## config.mk

```make
export PLATFORM = sky130hd
export DESIGN_NAME = tx_frame_send
export DESIGN_NICKNAME = d
export VERILOG_FILES = /design/src/rtl/mbus_defs.sv /design/src/rtl/crc16_byte.sv /design/src/rtl/tx_frame_send.sv
export SDC_FILE = /design/constraint.sdc
export NUM_CORES = 1
export LEC_CHECK = 0
export CAP_MARGIN = 20
export CORE_AREA = 2 2 102 104
export CTS_BUF_LIST = sky130_fd_sc_hd__clkbuf_4
export DETAILED_ROUTE_END_ITERATION = 10
export DIE_AREA = 0 0 104 106
export GPL_TIMING_DRIVEN = 0
export PLACE_DENSITY_LB_ADDON = 0.12
export SYNTH_ARGS = -nofsm -noshare
export SYNTH_HDL_FRONTEND = slang
export SYNTH_HIERARCHICAL = 1
export SYNTH_SLANG_ARGS = --single-unit
```

## constraint.sdc

```tcl
create_clock -name clk -period 5.35 [get_ports clk]
set_input_delay 1.605 -clock clk [delete_from_list [all_inputs] [get_ports clk]]
set_output_delay 1.605 -clock clk [all_outputs]
set_load 0.02 [all_outputs]
```

## src/rtl/mbus_defs.sv

```systemverilog
// Shared definitions for the Modbus frame datapath: transmitter FSM state
// encodings, CRC16/MODBUS constants and default frame limits.
package mbus_defs;

  // Transmitter FSM states
  localparam logic [2:0] TFS_IDLE = 3'd0;
  localparam logic [2:0] TFS_RD   = 3'd1;
  localparam logic [2:0] TFS_WT   = 3'd2;
  localparam logic [2:0] TFS_SEND = 3'd3;
  localparam logic [2:0] TFS_CRCL = 3'd4;
  localparam logic [2:0] TFS_CRCH = 3'd5;
  localparam logic [2:0] TFS_GAP  = 3'd6;

  // CRC16/MODBUS: reflected polynomial, all-ones seed, no final xor
  localparam logic [15:0] CRC_POLY = 16'hA001;
  localparam logic [15:0] CRC_INIT = 16'hFFFF;

  // Default frame limits
  localparam logic [10:0] TFS_MAX_LEN = 11'd1024;
  localparam logic [15:0] TFS_IFG_CYC = 16'd64;

endpackage

```

## src/rtl/crc16_byte.sv

```systemverilog
// Combinational one-byte CRC16/MODBUS update (LSB-first, reflected form).
module crc16_byte
  import mbus_defs::*;
(
  input  logic [15:0] crc_in,
  input  logic [7:0]  data,
  output logic [15:0] crc_out
);

  logic [15:0] w_acc;

  // Fold the byte into the low half, then eight shift/conditional-xor steps
  always_comb begin
    w_acc = crc_in ^ {8'h00, data};
    for (int i = 0; i < 8; i++) begin
      if (w_acc[0]) begin
        w_acc = (w_acc >> 1) ^ CRC_POLY;
      end else begin
        w_acc = w_acc >> 1;
      end
    end
    crc_out = w_acc;
  end

endmodule

```

## src/rtl/tx_frame_send.sv

```systemverilog
// Frame transmitter: reads a payload from the TX frame buffer, streams it to
// the line driver over valid/ready, appends CRC16/MODBUS (low byte first),
// then holds off new starts for an inter-frame gap.
module tx_frame_send
  import mbus_defs::*;
#(
  parameter logic [10:0] MAX_LEN = TFS_MAX_LEN,
  parameter logic [15:0] IFG_CYC = TFS_IFG_CYC
)(
  input  logic        clk,
  input  logic        reset,
  input  logic        tx_start,
  input  logic [10:0] tx_data_len,
  input  logic [7:0]  tx_buf_rdata,
  output logic        tx_buf_rden,
  output logic [10:0] tx_buf_raddr,
  output logic [7:0]  tx_byte,
  output logic        tx_byte_vld,
  input  logic        tx_byte_rdy,
  output logic        tx_busy,
  output logic        tx_done,
  output logic        tx_err
);

  // FSM and registered outputs
  logic [2:0]  r_state;
  logic        r_rden;
  logic [10:0] r_raddr;
  logic [7:0]  r_byte;
  logic        r_vld;
  logic        r_busy;
  logic        r_done;
  logic        r_err;

  // Frame bookkeeping
  logic [10:0] r_len;
  logic [10:0] r_idx;
  logic [15:0] r_crc;
  logic [15:0] r_gap_cnt;

  // Combinational helpers
  logic        w_xfer;
  logic        w_len_ok;
  logic        w_accept;
  logic [11:0] w_idx_inc;
  logic        w_more;
  logic [16:0] w_gap_inc;
  logic        w_gap_last;
  logic [15:0] w_crc_next;

  assign w_xfer     = r_vld & tx_byte_rdy;
  assign w_len_ok   = (tx_data_len != 11'd0) && (tx_data_len <= MAX_LEN);
  assign w_accept   = (r_state == TFS_IDLE) && tx_start && w_len_ok;
  // 12-bit compare so that a full MAX_LEN frame cannot wrap the index test
  assign w_idx_inc  = {1'b0, r_idx} + 12'd1;
  assign w_more     = w_idx_inc < {1'b0, r_len};
  assign w_gap_inc  = {1'b0, r_gap_cnt} + 17'd1;
  assign w_gap_last = w_gap_inc >= {1'b0, IFG_CYC};

  crc16_byte u_crc (
    .crc_in  (r_crc),
    .data    (r_byte),
    .crc_out (w_crc_next)
  );

  assign tx_buf_rden  = r_rden;
  assign tx_buf_raddr = r_raddr;
  assign tx_byte      = r_byte;
  assign tx_byte_vld  = r_vld;
  assign tx_busy      = r_busy;
  assign tx_done      = r_done;
  assign tx_err       = r_err;

  // Frame sequencer; every output is registered and set on entry to its state
  always_ff @(posedge clk or negedge reset) begin
    if (!reset) begin
      r_state <= TFS_IDLE;
      r_rden  <= 1'b0;
      r_raddr <= 11'd0;
      r_byte  <= 8'h00;
      r_vld   <= 1'b0;
      r_busy  <= 1'b0;
      r_done  <= 1'b0;
      r_err   <= 1'b0;
    end else begin
      r_rden <= 1'b0;
      r_done <= 1'b0;
      r_err  <= 1'b0;
      case (r_state)
        TFS_IDLE: begin
          if (tx_start) begin
            if (w_len_ok) begin
              r_state <= TFS_RD;
              r_rden  <= 1'b1;
              r_raddr <= 11'd0;
              r_busy  <= 1'b1;
            end else begin
              r_err <= 1'b1;
            end
          end
        end
        TFS_RD: begin
          // rden was raised on entry; the buffer answers during WT
          r_state <= TFS_WT;
        end
        TFS_WT: begin
          r_byte  <= tx_buf_rdata;
          r_vld   <= 1'b1;
          r_state <= TFS_SEND;
        end
        TFS_SEND: begin
          if (w_xfer) begin
            if (w_more) begin
              r_vld   <= 1'b0;
              r_state <= TFS_RD;
              r_rden  <= 1'b1;
              r_raddr <= w_idx_inc[10:0];
            end else begin
              // Last payload byte accepted: present the finished CRC low
              // byte straight away so vld stays high across the boundary
              r_byte  <= w_crc_next[7:0];
              r_state <= TFS_CRCL;
            end
          end
        end
        TFS_CRCL: begin
          if (w_xfer) begin
            r_byte  <= r_crc[15:8];
            r_state <= TFS_CRCH;
          end
        end
        TFS_CRCH: begin
          if (w_xfer) begin
            r_vld   <= 1'b0;
            r_done  <= 1'b1;
            r_state <= TFS_GAP;
          end
        end
        TFS_GAP: begin
          if (w_gap_last) begin
            r_state <= TFS_IDLE;
            r_busy  <= 1'b0;
          end
        end
        default: begin
          r_state <= TFS_IDLE;
          r_vld   <= 1'b0;
          r_busy  <= 1'b0;
        end
      endcase
    end
  end

  // Latched length, byte index and running CRC over the accepted payload
  always_ff @(posedge clk or negedge reset) begin
    if (!reset) begin
      r_len <= 11'd0;
      r_idx <= 11'd0;
      r_crc <= CRC_INIT;
    end else if (w_accept) begin
      r_len <= tx_data_len;
      r_idx <= 11'd0;
      r_crc <= CRC_INIT;
    end else if ((r_state == TFS_SEND) && w_xfer) begin
      r_crc <= w_crc_next;
      r_idx <= w_idx_inc[10:0];
    end
  end

  // Inter-frame gap counter, cleared as the CRC high byte leaves
  always_ff @(posedge clk or negedge reset) begin
    if (!reset) begin
      r_gap_cnt <= 16'd0;
    end else if ((r_state == TFS_CRCH) && w_xfer) begin
      r_gap_cnt <= 16'd0;
    end else if (r_state == TFS_GAP) begin
      r_gap_cnt <= w_gap_inc[15:0];
    end
  end

endmodule

```

# Word-level counts from Yosys, hierarchy flattened
# Index checks and enable logic that the tools add are counted.
[classes]
order_cmp = 3
eq_ne = 14
n_bitwise = 12
reduce_logical = 18
mux = 49
n_addsub = 2
[ops]
columns = ["cell", "n"]
rows = [
  ["two-way mux 16 bit", 12],
  ["two-way mux 11 bit", 6],
  ["two-way mux 8 bit", 3],
  ["NOT 2 -> 3 bit", 8],
  ["case mux 8 bit (3 select lines)", 1],
  ["case mux 11 bit (2 select lines)", 1],
  ["two-way mux 3 bit", 7],
  ["case mux 3 bit (7 select lines)", 1],
  ["adder 16 x 1 -> 17 bit, second input constant", 1],
  ["greater-or-equal comparator 17 x 7 -> 1 bit, second input constant", 1],
  ["inequality test 2 bit, second input constant", 8],
  ["XOR 16 x 8 -> 16 bit", 1],
  ["two-way mux 1 bit", 15],
  ["adder 11 x 1 -> 12 bit, second input constant", 1],
  ["< comparator 12 x 11 -> 1 bit", 1],
  ["AND reduction 4 bit", 3],
  ["less-or-equal comparator 11 bit, second input constant", 1],
  ["nonzero test 11 bit", 1],
  ["equality test 3 bit, second input constant", 3],
  ["equality test 3 x 2 -> 1 bit, second input constant", 2],
  ["AND reduction 6 bit", 1],
  ["nonzero test 2 bit", 3],
  ["logical AND 1 bit", 5],
  ["AND reduction 5 bit", 1],
  ["10 further kinds", 11],
]
[totals]
ff_bits = 81
inputBits = 23
out_inout_bits = 24
wordCells = 110

# Depth between registers and ports, before layout
[depth]
ltp_word = 20
mapped_depth = 14
depth_no_buf = 13

# Hierarchy
# The synthesis kept the hierarchy.
[by_module_without_submodules]
columns = ["mod", "n_inst", "cells_per_inst", "seq_area_each_um2", "area_per_inst_um2"]
rows = [
  ["tx_frame_send", 1, 503, 2047.0, 4379.2],
  ["crc16_byte", 1, 29, 0.0, 284.0],
]

# Worst setup path after synthesis
# OpenSTA, ideal clock, no wires.
[synth_path]
kind = "input-to-reg"
startpoint = "in tx_data_len[7]"
endpoint = "reg r_raddr[5] (netlist: tx_buf_raddr[5])"
cell_stages = 7
setup_time_ns = 0.128
required_ns = 5.222
slack_ns = 2.196
n_path_buf = 1
arrival_time_ns = 3.026
path_cell_list = "nor4_1 a31oi_1 nor2b_1 nand3_1 and2_1 buf_2 mux2_1"
[synth_between]
elab_chain_len = 4
word_cells_on_any_way = 5
classes_between = "1 x order compare; 1 x eq/ne; 3 x reduce/logical"
[synth_rtl]
columns = ["item", "line", "source"]
rows = [
  ["start, declared", "tx_frame_send.sv:13", "input logic [10:0] tx_data_len,"],
  ["less-or-equal comparator 11 bit or nonzero test 11 bit (tied branches)", "tx_frame_send.sv:52", "assign w_len_ok = (tx_data_len != 11'd0) && (tx_data_len <= MAX_LEN);"],
  ["logical AND 1 bit (*)", "tx_frame_send.sv:52", ""],
  ["inequality test 2 bit (no source line) (*)", "n/a", ""],
  ["AND reduction 5 bit (no source line) (*)", "n/a", ""],
  ["end signal, assigned", "tx_frame_send.sv:117", "r_raddr <= w_idx_inc[10:0];"],
  ["end, declared", "tx_frame_send.sv:28", "logic [10:0] r_raddr;"],
]
# Mark *: on every way between the ends. The rest lies on a longest branch, timed or not.
# A chain may end at the register's enable or synchronous reset.

# Final worst setup path
[layout_path]
startpoint = "in tx_data_len[1]"
endpoint = "reg r_idx[7]"
[layout_between]
elab_chain_len = 4
word_cells_on_any_way = 6
classes_between = "1 x order compare; 1 x mux; 4 x reduce/logical"
[layout_rtl]
columns = ["item", "line", "source"]
rows = [
  ["less-or-equal comparator 11 bit or nonzero test 11 bit (tied branches)", "tx_frame_send.sv:52", ""],
  ["logical AND 1 bit (*)", "tx_frame_send.sv:52", ""],
  ["logical AND 1 bit (*)", "tx_frame_send.sv:53", "assign w_accept = (r_state == TFS_IDLE) && tx_start && w_len_ok;"],
  ["two-way mux 11 bit or nonzero test 2 bit (tied branches)", "n/a", ""],
  ["end signal, assigned", "tx_frame_send.sv:166", "r_idx <= w_idx_inc[10:0];"],
  ["end, declared", "tx_frame_send.sv:37", "logic [10:0] r_idx;"],
]
# Marks and branches as above.

==> results.cfg <==
[sta]
grt_setup_unrepaired = false
worst_slack_ps = 1620
setup_viol = 0
finalHoldViolCount = 0
worst_pin_slew_ps = 768
min_period_over_period_pct = 69.7
fin_skew_ps = 27.8
slew_violations = 0
min_period_ps = 3730
relSlewSlack_pct = 48.6
setup-tns-final_ps = 0
fmax_mhz = 268

[global_routing]
grt-ovfl-total = 0
grt_pass1_wl_um = 19500
grt_max_degree = 54
antenna_found_initial = 0
grt_usage_pct = 21.9
grt_pass1_vias = 3932

[floorplanning]
core-area_um2 = 10000
chipWidth_um = 104
fp.dieArea_um2 = 11000
die_h_um = 106
ioPinCount = 47
num_rows = 37
start_util_pct = 46.6

[worst_hold_path]
hp-class = flip-flop to flip-flop

[final_layout]
nNetsFinal = 625
final_cell_mix = 79 x o21ai_0, 75 x nand2_1, 65 x dfrtp_1
final_common_cell = o21ai_0
fin_area_um2 = 5480
synthToLayoutAreaGrowth_pct = 17.5
drive_above_1_share_pct = 10.8
register_area_um2 = 2050
multi_input_area_um2 = 2380
n_fill_cell = 955
diodes = 0
post-route-util_pct = 54.8

[synth]
syn_nets = 567
synth.avg_cell_area_um2 = 8.77
synthCells = 532
synth_edf_count = 0
synth_warnings = 6
synth_seq_cells = 81
syn_area_um2 = 4660
synth-main-ff-cell = dfrtp_1
async_flop_share_pct = 100
yosysUniqueCellTypes = 51
ys_seq_area_share_pct = 43.9

[run]
max_cap_viol_count = 0

[drt]
detail_route.iter0.violations = 256
vias = 4020
via_per_inst = 5.50
routed_wl_um = 11400
drt-pass1-iter-count = 5
wl_per_cell_um = 15.6
drc_errors = 0
antenna_left = 0

[worst_setup_path]
cp_top_family = simple AND/OR/NAND/NOR gates
path_class = primary input to flip-flop
cp.arrival_ps = 4060
crit_path_cell_trace = clkdlybuf4s50_1 > nor4_1 > a31oi_1 > nor3b_2 > nor2_1 > o21ai_0 > o21ai_0
crit_buf_inv = 1
cp.required_ps = 5680
worst-path-max-fanout = 10
crit_top_cell = o21ai_0
cpMaxStageDelayCell = nor3b_2
end_kind = flip-flop
cp-start-kind = primary input
critPathMaxStageDelay_ps = 660

[cts]
cts_root_buffer = clkbuf_4
clock_latency_ps = 440
postCtsSetupRepairBufs = 0
cts_resized = 0
clockBufferDepth = 2
cts_tree = yes
clk_pin_slew_worst_paths_ps = 140
cts_buffers = 9
hold_buffers = 0
clock-sinks = 81
htreeDepth = 3

[pwr]
seq_power_share_pct = 57.2
max-vdd-ir-drop_mv = 0.112
p_leak_uw = 0.00245
internal_power_uw = 820
clock_power_share_pct = 39.3
powerDensity_nw_per_um2 = 195
switchingPower_uw = 251
switching_share_pct = 23.4
power.total_uw = 1070
p_comb_share_pct = 3.5

[placed_design]
numPortBuffers = 46
hpwl_um = 8100
routabilityCongestion = 0.884
dp_slack_ps = 1170
place_area_um2 = 5320

[status]
status = completed
[path summary, 6_finish.rpt]
| check | depth (start not counted) | startpoint | endpoint | slack, ps |
|---|---|---|---|---|
| min in group asynchronous | 1 | reset | r_idx[4] | 1070 |
| worst min register to register | 2 | r_len[0] | r_len[0] | 490 |
| worst max register to register | 10 | r_idx[0] | tx_byte[1] | 1690 |
| worst max-delay path | 7 | tx_data_len[1] | r_idx[7] | 1620 |
| max in group asynchronous | 2 | reset | r_crc[1] | 3610 |
| worst min-delay path | 2 | r_len[0] | r_len[0] | 490 |
[cell usage after synthesis, types with 5 or more instances]
cell / instances / area share, %
buf_4: 5 / 0.81
xor2_1: 14 / 2.6
o22ai_1: 11 / 1.5
dfrtp_1: 65 / 35
ha_1: 12 / 3.2
xnor2_1: 19 / 3.6
clkbuf_1: 23 / 1.9
o21ai_0: 79 / 8.5
nand3_1: 31 / 3.3
mux2_2: 11 / 2.7
a21oi_1: 25 / 2.7
dfstp_2: 16 / 9.0
nor2_1: 28 / 2.3
nand2_1: 75 / 6.0
and3_1: 6 / 0.81
nand4_1: 10 / 1.3
inv_1: 25 / 2.0
or3_1: 12 / 1.6
a31oi_1: 8 / 1.1
nor4_1: 5 / 0.67
[tightest hold or removal path, stage by stage (launching register included)]
cell and delay, ps:
dfrtp_1 370, nand2_1 50, nand2_1 50
[flip-flops by register name, summed over array words and instances (netlist names)]
register      count
r_crc            16
r_gap_cnt        16
r_idx            11
r_len            11
tx_buf_raddr     11
tx_byte           8
r_state           3
tx_buf_rden       1
tx_busy           1
tx_byte_vld       1
tx_done           1
tx_err            1
[cell type report]
type,count,share of cell area (%)
Clock buffer,9,1.23
Tap cell,136,3.11
Inverter,25,1.71
Sequential cell,81,37.4
Clock inverter,7,1.71
Multi-Input combinational cell,393,43.4
Buffer,33,2.67
Timing Repair Buffer,47,8.86
[logic make-up (layout without fill, tap and decap cells)]
logic type / count (synthesis) / in the layout / share of synthesized area [%]
flip-flops: 81 / 81 / 43.9
AO/OA/AOI/OAI: 144 / 144 / 18.1
multiplexers: 12 / 12 / 2.90
buffers and inverters: 58 / 121 / 5.15
adder cells (fa/ha/maj): 12 / 12 / 3.22
XOR/XNOR: 37 / 37 / 7.73
AND/OR/NAND/NOR: 188 / 188 / 19.0
[routing by layer]
| layer | track usage [%] | wire, µm | vias up | share of wire (%) |
|---|---|---|---|---|
| met3 | 3.19 | 370 | 18 | 3.2 |
| met4 | 8.20 | 216 | 0 | 1.9 |
| met2 | 36.8 | 5550 | 84 | 49 |
| met5 | 0 | 0 | - | 0 |
| li1 | - | - | 1983 | - |
| met1 | 28.9 | 5290 | 1935 | 46 |
[per-stage QoR]
step	hold WS, ps	cells
2_1_floorplan	440	532
3_3_place_gp	465	714
3_5_place_dp	469	715
4_1_cts	499	731
5_1_grt	546	731
6_report	495	731
[power groups by stage]
stage	sequential [µW]	combinational, µW	clock, µW
CTS	613	38.7	433
detailed placement	624	38.6	0
global placement	624	36.0	0
floorplan	624	3.64	0
finish	613	37.6	421
global route	613	41.7	462
No activity file was read; power rests on OpenSTA's default activity.
